## src/rtl/branch_resolve_queue_pkg.sv

```systemverilog
// Shared types for the branch resolve queue.
//   u64             : 64-bit address/data word
//   branch_entry_t  : one predicted branch as pushed by fetch
//   brq_state_t     : top-level control state (NORMAL / REDIRECT)
//   branch_mispredicts(): prediction vs. outcome compare
package branch_resolve_queue_pkg;

  typedef logic [63:0] u64;

  typedef struct packed {
    u64   pc;
    logic pred_taken;
    u64   pred_target;
  } branch_entry_t;

  typedef enum logic {
    NORMAL   = 1'b0,
    REDIRECT = 1'b1
  } brq_state_t;

  // Fall-through distance for a not-taken branch.
  localparam u64 INSTR_BYTES = 64'd4;

  // A prediction is wrong if the direction differs, or if both say taken
  // but the targets differ. A not-taken prediction's target is irrelevant.
  function automatic logic branch_mispredicts(branch_entry_t entry,
                                              logic          taken,
                                              u64            target);
    return (entry.pred_taken != taken) ||
           (taken && (entry.pred_target != target));
  endfunction

endpackage

```

## src/rtl/branch_entry_fifo.sv

```systemverilog
// In-order circular buffer of predicted branches.
//   clk, rst    : clock, asynchronous active-low reset
//   push        : write push_data at the tail (caller guarantees !full)
//   push_data   : entry to store
//   pop         : drop the head entry (caller guarantees !empty)
//   flush       : discard every entry; wins over push and pop
//   head        : oldest entry (valid when !empty)
//   full, empty : occupancy flags
//   count       : current occupancy, 0..DEPTH
module branch_entry_fifo
  import branch_resolve_queue_pkg::*;
#(
  parameter int DEPTH = 8
) (
  input  logic                     clk,
  input  logic                     rst,
  input  logic                     push,
  input  branch_entry_t            push_data,
  input  logic                     pop,
  input  logic                     flush,
  output branch_entry_t            head,
  output logic                     full,
  output logic                     empty,
  output logic [$clog2(DEPTH):0]   count
);

  localparam int AW = $clog2(DEPTH);

  branch_entry_t   mem [DEPTH];
  logic [AW-1:0]   rd_ptr;
  logic [AW-1:0]   wr_ptr;

  // NOTE: the entry array has no reset; pointers and count alone define
  // which slots are live, so resetting the storage would buy nothing.
  always_ff @(posedge clk) begin
    if (push && !flush) mem[wr_ptr] <= push_data;
  end

  // Pointers wrap naturally because DEPTH is a power of two.
  always_ff @(posedge clk or negedge rst) begin
    if (!rst) begin
      rd_ptr <= '0;
      wr_ptr <= '0;
      count  <= '0;
    end else if (flush) begin
      rd_ptr <= wr_ptr;
      count  <= '0;
    end else begin
      if (push) wr_ptr <= wr_ptr + 1'b1;
      if (pop)  rd_ptr <= rd_ptr + 1'b1;
      unique case ({push, pop})
        2'b10:   count <= count + 1'b1;
        2'b01:   count <= count - 1'b1;
        default: count <= count;
      endcase
    end
  end

  assign head  = mem[rd_ptr];
  assign full  = (count == (AW + 1)'(DEPTH));
  assign empty = (count == '0);

endmodule

```

## src/rtl/branch_resolve_queue.sv

```systemverilog
// In-order tracker of predicted branches between fetch and execute.
//   clk, rst                 : clock, asynchronous active-low reset
//   push_*                   : fetch pushes {pc, pred_taken, pred_target}
//   resolve_*                : execute resolves the oldest branch
//   instrAddr_to_feedback,
//   feedback_valid,
//   feedback_branch_taken    : one registered predictor-update beat per resolve
//   redirect_valid,
//   redirect_pc              : one-cycle mispredict redirect to fetch
//   count                    : queue occupancy
//   mispredict_count         : running total of mispredicts (wraps)
module branch_resolve_queue
  import branch_resolve_queue_pkg::*;
#(
  parameter int DEPTH = 8
) (
  input  logic                   clk,
  input  logic                   rst,
  input  logic                   push_valid,
  output logic                   push_ready,
  input  u64                     push_pc,
  input  logic                   push_pred_taken,
  input  u64                     push_pred_target,
  input  logic                   resolve_valid,
  output logic                   resolve_ready,
  input  logic                   resolve_taken,
  input  u64                     resolve_target,
  output u64                     instrAddr_to_feedback,
  output logic                   feedback_valid,
  output logic                   feedback_branch_taken,
  output logic                   redirect_valid,
  output u64                     redirect_pc,
  output logic [$clog2(DEPTH):0] count,
  output u64                     mispredict_count
);

  brq_state_t    state;
  branch_entry_t head;
  branch_entry_t push_entry;
  logic          full;
  logic          empty;
  logic          push_fire;
  logic          resolve_fire;
  logic          mispredict;
  u64            correct_pc;

  // Handshakes depend only on registered state, never on the valids.
  assign push_ready    = !full  && (state == NORMAL);
  assign resolve_ready = !empty && (state == NORMAL);
  assign push_fire     = push_valid    && push_ready;
  assign resolve_fire  = resolve_valid && resolve_ready;

  assign mispredict = resolve_fire &&
                      branch_mispredicts(head, resolve_taken, resolve_target);
  assign correct_pc = resolve_taken ? resolve_target : head.pc + INSTR_BYTES;

  assign push_entry = '{pc: push_pc, pred_taken: push_pred_taken,
                        pred_target: push_pred_target};

  // A same-cycle push is wrong-path when the resolve mispredicts.
  branch_entry_fifo #(.DEPTH(DEPTH)) u_fifo (
    .clk       (clk),
    .rst       (rst),
    .push      (push_fire && !mispredict),
    .push_data (push_entry),
    .pop       (resolve_fire && !mispredict),
    .flush     (mispredict),
    .head      (head),
    .full      (full),
    .empty     (empty),
    .count     (count)
  );

  // NOTE: state and every registered output use non-blocking assignment so
  // all of them sample the same pre-edge values of head and the inputs.
  always_ff @(posedge clk or negedge rst) begin
    if (!rst) begin
      state                 <= NORMAL;
      feedback_valid        <= 1'b0;
      feedback_branch_taken <= 1'b0;
      instrAddr_to_feedback <= '0;
      redirect_valid        <= 1'b0;
      redirect_pc           <= '0;
      mispredict_count      <= '0;
    end else begin
      unique case (state)
        NORMAL:   if (mispredict) state <= REDIRECT;
        REDIRECT: state <= NORMAL;
        default:  state <= NORMAL;
      endcase

      feedback_valid <= resolve_fire;
      if (resolve_fire) begin
        instrAddr_to_feedback <= head.pc;
        feedback_branch_taken <= resolve_taken;
      end

      redirect_valid <= mispredict;
      if (mispredict) begin
        redirect_pc      <= correct_pc;
        mispredict_count <= mispredict_count + 64'd1;
      end
    end
  end

endmodule

```

## config.mk

```make
export PLATFORM = sky130hd
export DESIGN_NAME = branch_resolve_queue
export DESIGN_NICKNAME = d
export VERILOG_FILES = /design/src/rtl/branch_resolve_queue_pkg.sv /design/src/rtl/branch_entry_fifo.sv /design/src/rtl/branch_resolve_queue.sv
export SDC_FILE = /design/constraint.sdc
export NUM_CORES = 1
export LEC_CHECK = 0
export CORE_AREA = 5 5 221 437
export DETAILED_ROUTE_END_ITERATION = 12
export DIE_AREA = 0 0 226 442
export HOLD_SLACK_MARGIN = 0.03
export PLACE_DENSITY = 0.75
export SYNTH_ARGS = -nofsm -noshare
export SYNTH_HDL_FRONTEND = slang
export SYNTH_HIERARCHICAL = 1
export SYNTH_SLANG_ARGS = --single-unit
```

## constraint.sdc

```tcl
create_clock -name clk -period 22.4 [get_ports clk]
set_input_delay 5.6 -clock clk [delete_from_list [all_inputs] [get_ports clk]]
set_output_delay 5.6 -clock clk [all_outputs]
set_load 0.01 [all_outputs]
```

Yosys cells after proc, flatten, opt, wreduce, memory -nomap -nowiden --
Memory sizes are Yosys's and may differ from the RTL's. Index checks and enable logic that the tools add are counted.
Cells by class: $add $sub $neg 6, multiply operators 0, div/mod/pow operators 0, magnitude comparators 0, equality and inequality tests 5, shift-type cells 0, muxes and demuxes 9, bitwise operators 2, reduce and logical (&&, ||, !) cells 17
Operators by type and width (count):
- $add 64x1->64 const B | 1
- $add 64x3->64 const B | 1
- $mux 64 | 1
- $ne 64x64->1 | 1
- $logic_and 1x1->1 | 9
- $pmux 4 s2 | 1
- $add 3x1->3 const B | 2
- $mux 3 | 2
- $add 4x1->4 const B | 1
- $eq 4x4->1 const B | 1
- $logic_not 4->1 | 1
- $mux 4 | 1
- $sub 4x1->4 const B | 1
- $logic_not 1->1 | 3
- $mux 1 | 3
- $reduce_bool 3->1 | 1
- $eq 2x1->1 const B | 1
- $eq 2x2->1 const B | 1
- $not 1->1 | 2
- $pmux 1 s2 | 1
- $reduce_and 2->1 | 1
- $reduce_bool 2->1 | 1
- $logic_or 1x1->1 | 1
- $ne 1x1->1 | 1
Word-level totals: register bits after elaboration 206, latch bits 0, memory bits (writable) 1032, memory bits (read-only) 0, input bits 198, logic and storage cells 50, memories 1
Memories:
- u_fifo.mem | words 8, bits a word 129, read ports 1, clocked after Yosys merged registers in 0, wr ports 1, RTL line branch_entry_fifo.sv:29 | branch_entry_t mem [DEPTH];

Longest topological paths before layout --
depth in word-level cells 10, depth in mapped cells 19, mapped depth without buffers 14

Hierarchy --
Netlist, hierarchy kept.
Modules (own cells, without submodules):
- branch_entry_fifo | times used 1, cells each 1570, area each 39646.8 sq um, seq. area each 31240.0 sq um
- branch_resolve_queue | times used 1, cells each 1236, area each 10846.7 sq um, seq. area each 4904.7 sq um

Worst setup path after synthesis --
Ideal clock, no wire load.
path type input to register, from input resolve_target[25], to memory u_fifo/mem[1][0] (netlist bit), enable pin, data arrival time 20169 ps, required time 21468 ps, path slack 1299 ps, stages on the path 10, cell sequence xor2_1 or4_1 or3_1 or4_4 o21ai_4 buf_2 and3_1 clkbuf_1 nand2_1 nor4_1
Between the ends: cells in the longest elaborated chain, start to end 9
Ends and longest elaborated chain:
- from (decl) | RTL line branch_resolve_queue.sv:27 | input u64 resolve_target,
- $ne 64x64->1 (*) | RTL line branch_resolve_queue_pkg.sv:30 | (taken && (entry.pred_target != target));
- $logic_and 1x1->1 (*) | RTL line branch_resolve_queue_pkg.sv:30
- $logic_or 1x1->1 (*) | RTL line branch_resolve_queue_pkg.sv:29 | return (entry.pred_taken != taken) ||
- $logic_and 1x1->1 (*) | RTL line branch_resolve_queue.sv:53 | assign mispredict = resolve_fire &&
- $logic_not 1->1 (*) | RTL line branch_entry_fifo.sv:36, branch_resolve_queue.sv:64
- $logic_and 1x1->1 | RTL line branch_resolve_queue.sv:64 | .push (push_fire && !mispredict),
- $logic_and 1x1->1 (*) | RTL line branch_entry_fifo.sv:36 | if (push && !flush) mem[wr_ptr] <= push_data;
- $mux 1 (*) | RTL line branch_entry_fifo.sv:36
- $mux 1 (not written as such) (*) | RTL line branch_entry_fifo.sv:36
- to (decl) | RTL line branch_entry_fifo.sv:29
Mark *: on every way between the ends. The rest lies on a longest branch, timed or not.

Final worst setup path --
from input resolve_target[2], to memory u_fifo/mem[1][76] (netlist bit), enable pin
The elaborated chain is that of the path after synthesis.

==> results by group <==
Floorplanning
  – Initial core utilization: 54.46%
  – # rows: 158
  – Die Height: 442 um
  – IO Pins: 399
  – Die area: 99890 um^2
  – Die W: 226 um
  – Core Area: 92720 um^2

Synth
  – Yosys cell types: 53
  – Mapped Avg Cell Area: 17.99 um^2
  – Number of synthesized flops with an enable pin: 1032
  – Yosys warns: 6
  – Post-synth top flop: edfxtp_1
  – Syn nets: 3010
  – Synth top area cells: edfxtp_1, dfrtp_1, mux4_2
  – Async set-reset flop share out of synthesis: 16.64%
  – Post-Syn Area: 50490 um^2
  – Leading area contributor after synthesis: edfxtp_1
  – Cells after Synth: 2806
  – Flops & latches, synth: 1238
  – Seq/Total Area, Yosys: 71.58%
  – Top cell type's share of synthesized area: 61.37%

Clock network
  – Post_cts resized: 0
  – Clk_lat worst skew: 0.70 ns
  – Postcts setup bufs: 0
  – Num CTS Buffers: 103
  – CTS sink cnt: 1238
  – CTS tree: built
  – CTS Root Cell: clkbuf_16
  – Clock-pin slew on the worst setup and hold paths: 0.06 ns
  – CTS Buffer Depth: 3
  – # H-tree levels: 3
  – Hold_buf cts: 0

Pwr
  – Pwr Total: 7.352 mW
  – Seq pwr share: 41.4%
  – Comb pwr share: 34.5%
  – Maximum VDD drop: 0.1093 mV
  – Clock share of power: 24.1%
  – Internal cell power: 4.877 mW
  – Power density cells: 124.6 nW/um^2
  – Net Sw Power: 2.475 mW
  – Switching share of total power: 33.67%
  – LEAKAGE: 20.19 nW

STA
  – Min Tclk post-route: 11.18 ns
  – Total negative slack: 0 ns
  – RSZ-0062 raised after global routing: no
  – Period utilization: 49.91%
  – Slew headroom: 16.05%
  – Final hold vios: 0
  – Setup Skew: 0.02324 ns
  – Fmax: 0.08945 GHz
  – Setup violators final: 0
  – Worst-margin pin slew: 1.227 ns
  – Final Max Slew Viols: 0

Route
  – Via count: 27750
  – Remaining routing DRC violations: 0
  – DR WL/cell: 30.18 um
  – 1st-iter DRT viols: 3036
  – Routed WL: 136.2 mm
  – DRT Pass-1 Iters: 5
  – Average vias per placed instance: 6.148
  – Routed Antenna Nets: 0

Worst setup path
  – Maximum fanout along the worst path: 63
  – CP arrival: 11.49 ns
  – CP Data Required Time: 22.71 ns
  – Crit path capture type: register
  – Crit path kind: in -> reg
  – Startpoint Class: input port

Final layout
  – Share of layout cells above drive strength 1: 17.04%
  – Post-route insts no fill: 4514
  – FILL cells: 6264
  – Nets@finish: 3413
  – Area delta synth->final: 16.86%
  – Final core occ: 63.64%
  – Seq. cell area: 36160 um^2
  – Area of the multi-input gates: 13530 um^2

Global routing
  – Vias in the first global route: 28670
  – Total grt overflow: 0
  – Pin count of the biggest net entering global routing: 130
  – Tot GR Track Use: 27.09%
  – Initial antenna violation count: 25
  – First-pass GRT wire length: 197.4 mm

Job
  – Max Cap Viol: 0

Run status
  – Run status: finished clean

Placement
  – IO buf count: 398
  – RePlAce Congestion: 0.9247
  – Placed Cells: 4304
  – HPWL after detailed placement: 90.96 mm

Worst hold path
  – Worst hold path type: reg -> reg
[cells in the final DEF, fill, tap and decap left out, types with 7 or more instances in the layout]
| cell | instances |
|---|---|
| mux2_4 | 9 |
| mux2i_1 | 25 |
| clkinv_1 | 15 |
| inv_1 | 36 |
| clkbuf_1 | 22 |
| xor2_1 | 116 |
| mux4_2 | 196 |
| nor3_1 | 35 |
| diode_2 | 16 |
| buf_4 | 32 |
| nand2_1 | 306 |
| o21ai_0 | 67 |
| clkinv_4 | 7 |
| nand4_1 | 38 |
| o31ai_1 | 11 |
| and2_1 | 7 |
| nor4_1 | 52 |
| edfxtp_1 | 1032 |
| clkinv_2 | 11 |
| xnor2_1 | 62 |
| a21oi_1 | 23 |
| dfrtp_1 | 203 |
| clkbuf_16 | 110 |
| clkinvlp_4 | 8 |
| and3_1 | 20 |
| mux4_1 | 62 |
| nand3_1 | 48 |
| clkdlybuf4s50_1 | 396 |
| inv_6 | 8 |
| nor2b_1 | 35 |
| nor2_1 | 67 |
| and4_1 | 10 |
| mux2_2 | 136 |
[flip-flops by register name, indices dropped and copies added, names as in the netlist]
name	count
state	1
instrAddr_to_feedback	64
feedback_branch_taken	1
u_fifo/rd_ptr	3
u_fifo/count	4
redirect_pc	64
mispredict_count	64
u_fifo/wr_ptr	3
u_fifo/mem	1032
feedback_valid	1
redirect_valid	1
[stage by stage]
stage	setup slack, ns	hold slack (ns)	instance area [um^2]
3_5_place_dp	10.63	0.4626	55650
4_1_cts	11.37	0.4770	58970
2_1_floorplan	1.299	0.4991	50490
5_1_grt	11.09	0.4967	58980
3_3_place_gp	10.65	0.4612	55650
6_report	11.22	0.4744	59010
[final timing paths]
check | startpoint | endpoint | slack, ns | cells past startpoint
hold reg to reg | instrAddr_to_feedback[51]$_DFFE_PN0P_ | instrAddr_to_feedback[51]$_DFFE_PN0P_ | 0.47 | 2
setup / recovery | resolve_target[2] | u_fifo/mem[1][76]$_DFFE_PP_ | 11.22 | 11
min in group asynchronous | rst | mispredict_count[45]$_DFFE_PN0P_ | 4.91 | 1
max in group asynchronous | rst | instrAddr_to_feedback[0]$_DFFE_PN0P_ | 16.04 | 2
setup reg to reg | u_fifo/rd_ptr[0]$_DFFE_PN0P_ | u_fifo/mem[1][76]$_DFFE_PP_ | 12.47 | 15
hold / removal | instrAddr_to_feedback[51]$_DFFE_PN0P_ | instrAddr_to_feedback[51]$_DFFE_PN0P_ | 0.47 | 2
[cell families after synthesis]
family / synth area share [%]
muxes: 15.76
AOI/OAI and AO/OA: 1.390
and+or+nand+nor: 6.249
buffers and inverters: 1.777
xor gates and xnor gates: 3.088
DFF: 71.58
adders and majority gates: 0.1487
[worst max-delay path, cell delays in order]
cell and delay, ns:
clkdlybuf4s50_1 0.57, xor2_1 0.28, nor4_1 0.43, nand4_1 0.26, or4_4 0.62, o21ai_4 0.21
and3_1 0.42, nand2_1 0.32, nor4_2 0.67, buf_4 0.94, buf_4 0.92
[synthesized netlist by cell type (3+ instances only)]
| library cell | instances |
|---|---|
| mux2_2 | 136 |
| clkbuf_1 | 69 |
| buf_4 | 5 |
| xnor2_1 | 62 |
| edfxtp_1 | 1032 |
| nand2_1 | 307 |
| or4_1 | 6 |
| buf_1 | 18 |
| o21ai_0 | 67 |
| inv_1 | 36 |
| o31ai_1 | 11 |
| mux2i_1 | 25 |
| xor2_1 | 116 |
| a21oi_1 | 23 |
| nor2_1 | 73 |
| nand2b_1 | 5 |
| and3_1 | 20 |
| mux4_1 | 62 |
| or3_1 | 5 |
| mux2_4 | 9 |
| and4_1 | 10 |
| nor3b_1 | 4 |
| buf_6 | 24 |
| nand3_1 | 48 |
| dfrtp_1 | 206 |
| nand4_1 | 38 |
| nor4_1 | 55 |
| buf_2 | 18 |
| nor3_1 | 35 |
| nor2b_1 | 35 |
| ha_1 | 6 |
| or2_2 | 4 |
| a2111oi_0 | 7 |
| a22oi_1 | 3 |
| mux4_2 | 196 |
| and2_1 | 7 |
[layout make-up]
type / count / share of cell area, %
clock buffers: 138 / 4.945
multi-input cells: 1394 / 22.93
repair buffers: 434 / 7.320
diodes: 16 / 0.06785
clock inverters: 56 / 0.6806
well taps: 1200 / 2.544
flip-flops and latches: 1238 / 61.27
inverters: 38 / 0.2417
[metal layers]
layer / wire length (um) / GRT usage, % / vias to the layer above
met4: 4469 / 8.191 / 16
met5: 116 / 0 / -
li1: - / - / 11790
met2: 67960 / 44.60 / 1455
met1: 50490 / 35.92 / 14260
met3: 13170 / 7.041 / 235
[power by group through the flow]
stage / registers [mW] / clock network (mW) / logic, mW
6_report: 3.05 / 1.77 / 2.54
3_3_place_gp: 3.07 / 0 / 2.51
4_1_cts: 3.04 / 1.80 / 2.56
5_1_grt: 3.07 / 1.90 / 2.68
3_5_place_dp: 3.09 / 0 / 2.54
2_1_floorplan: 3.10 / 0 / 1.52
Note: power is estimated with default switching activity, not from simulation.
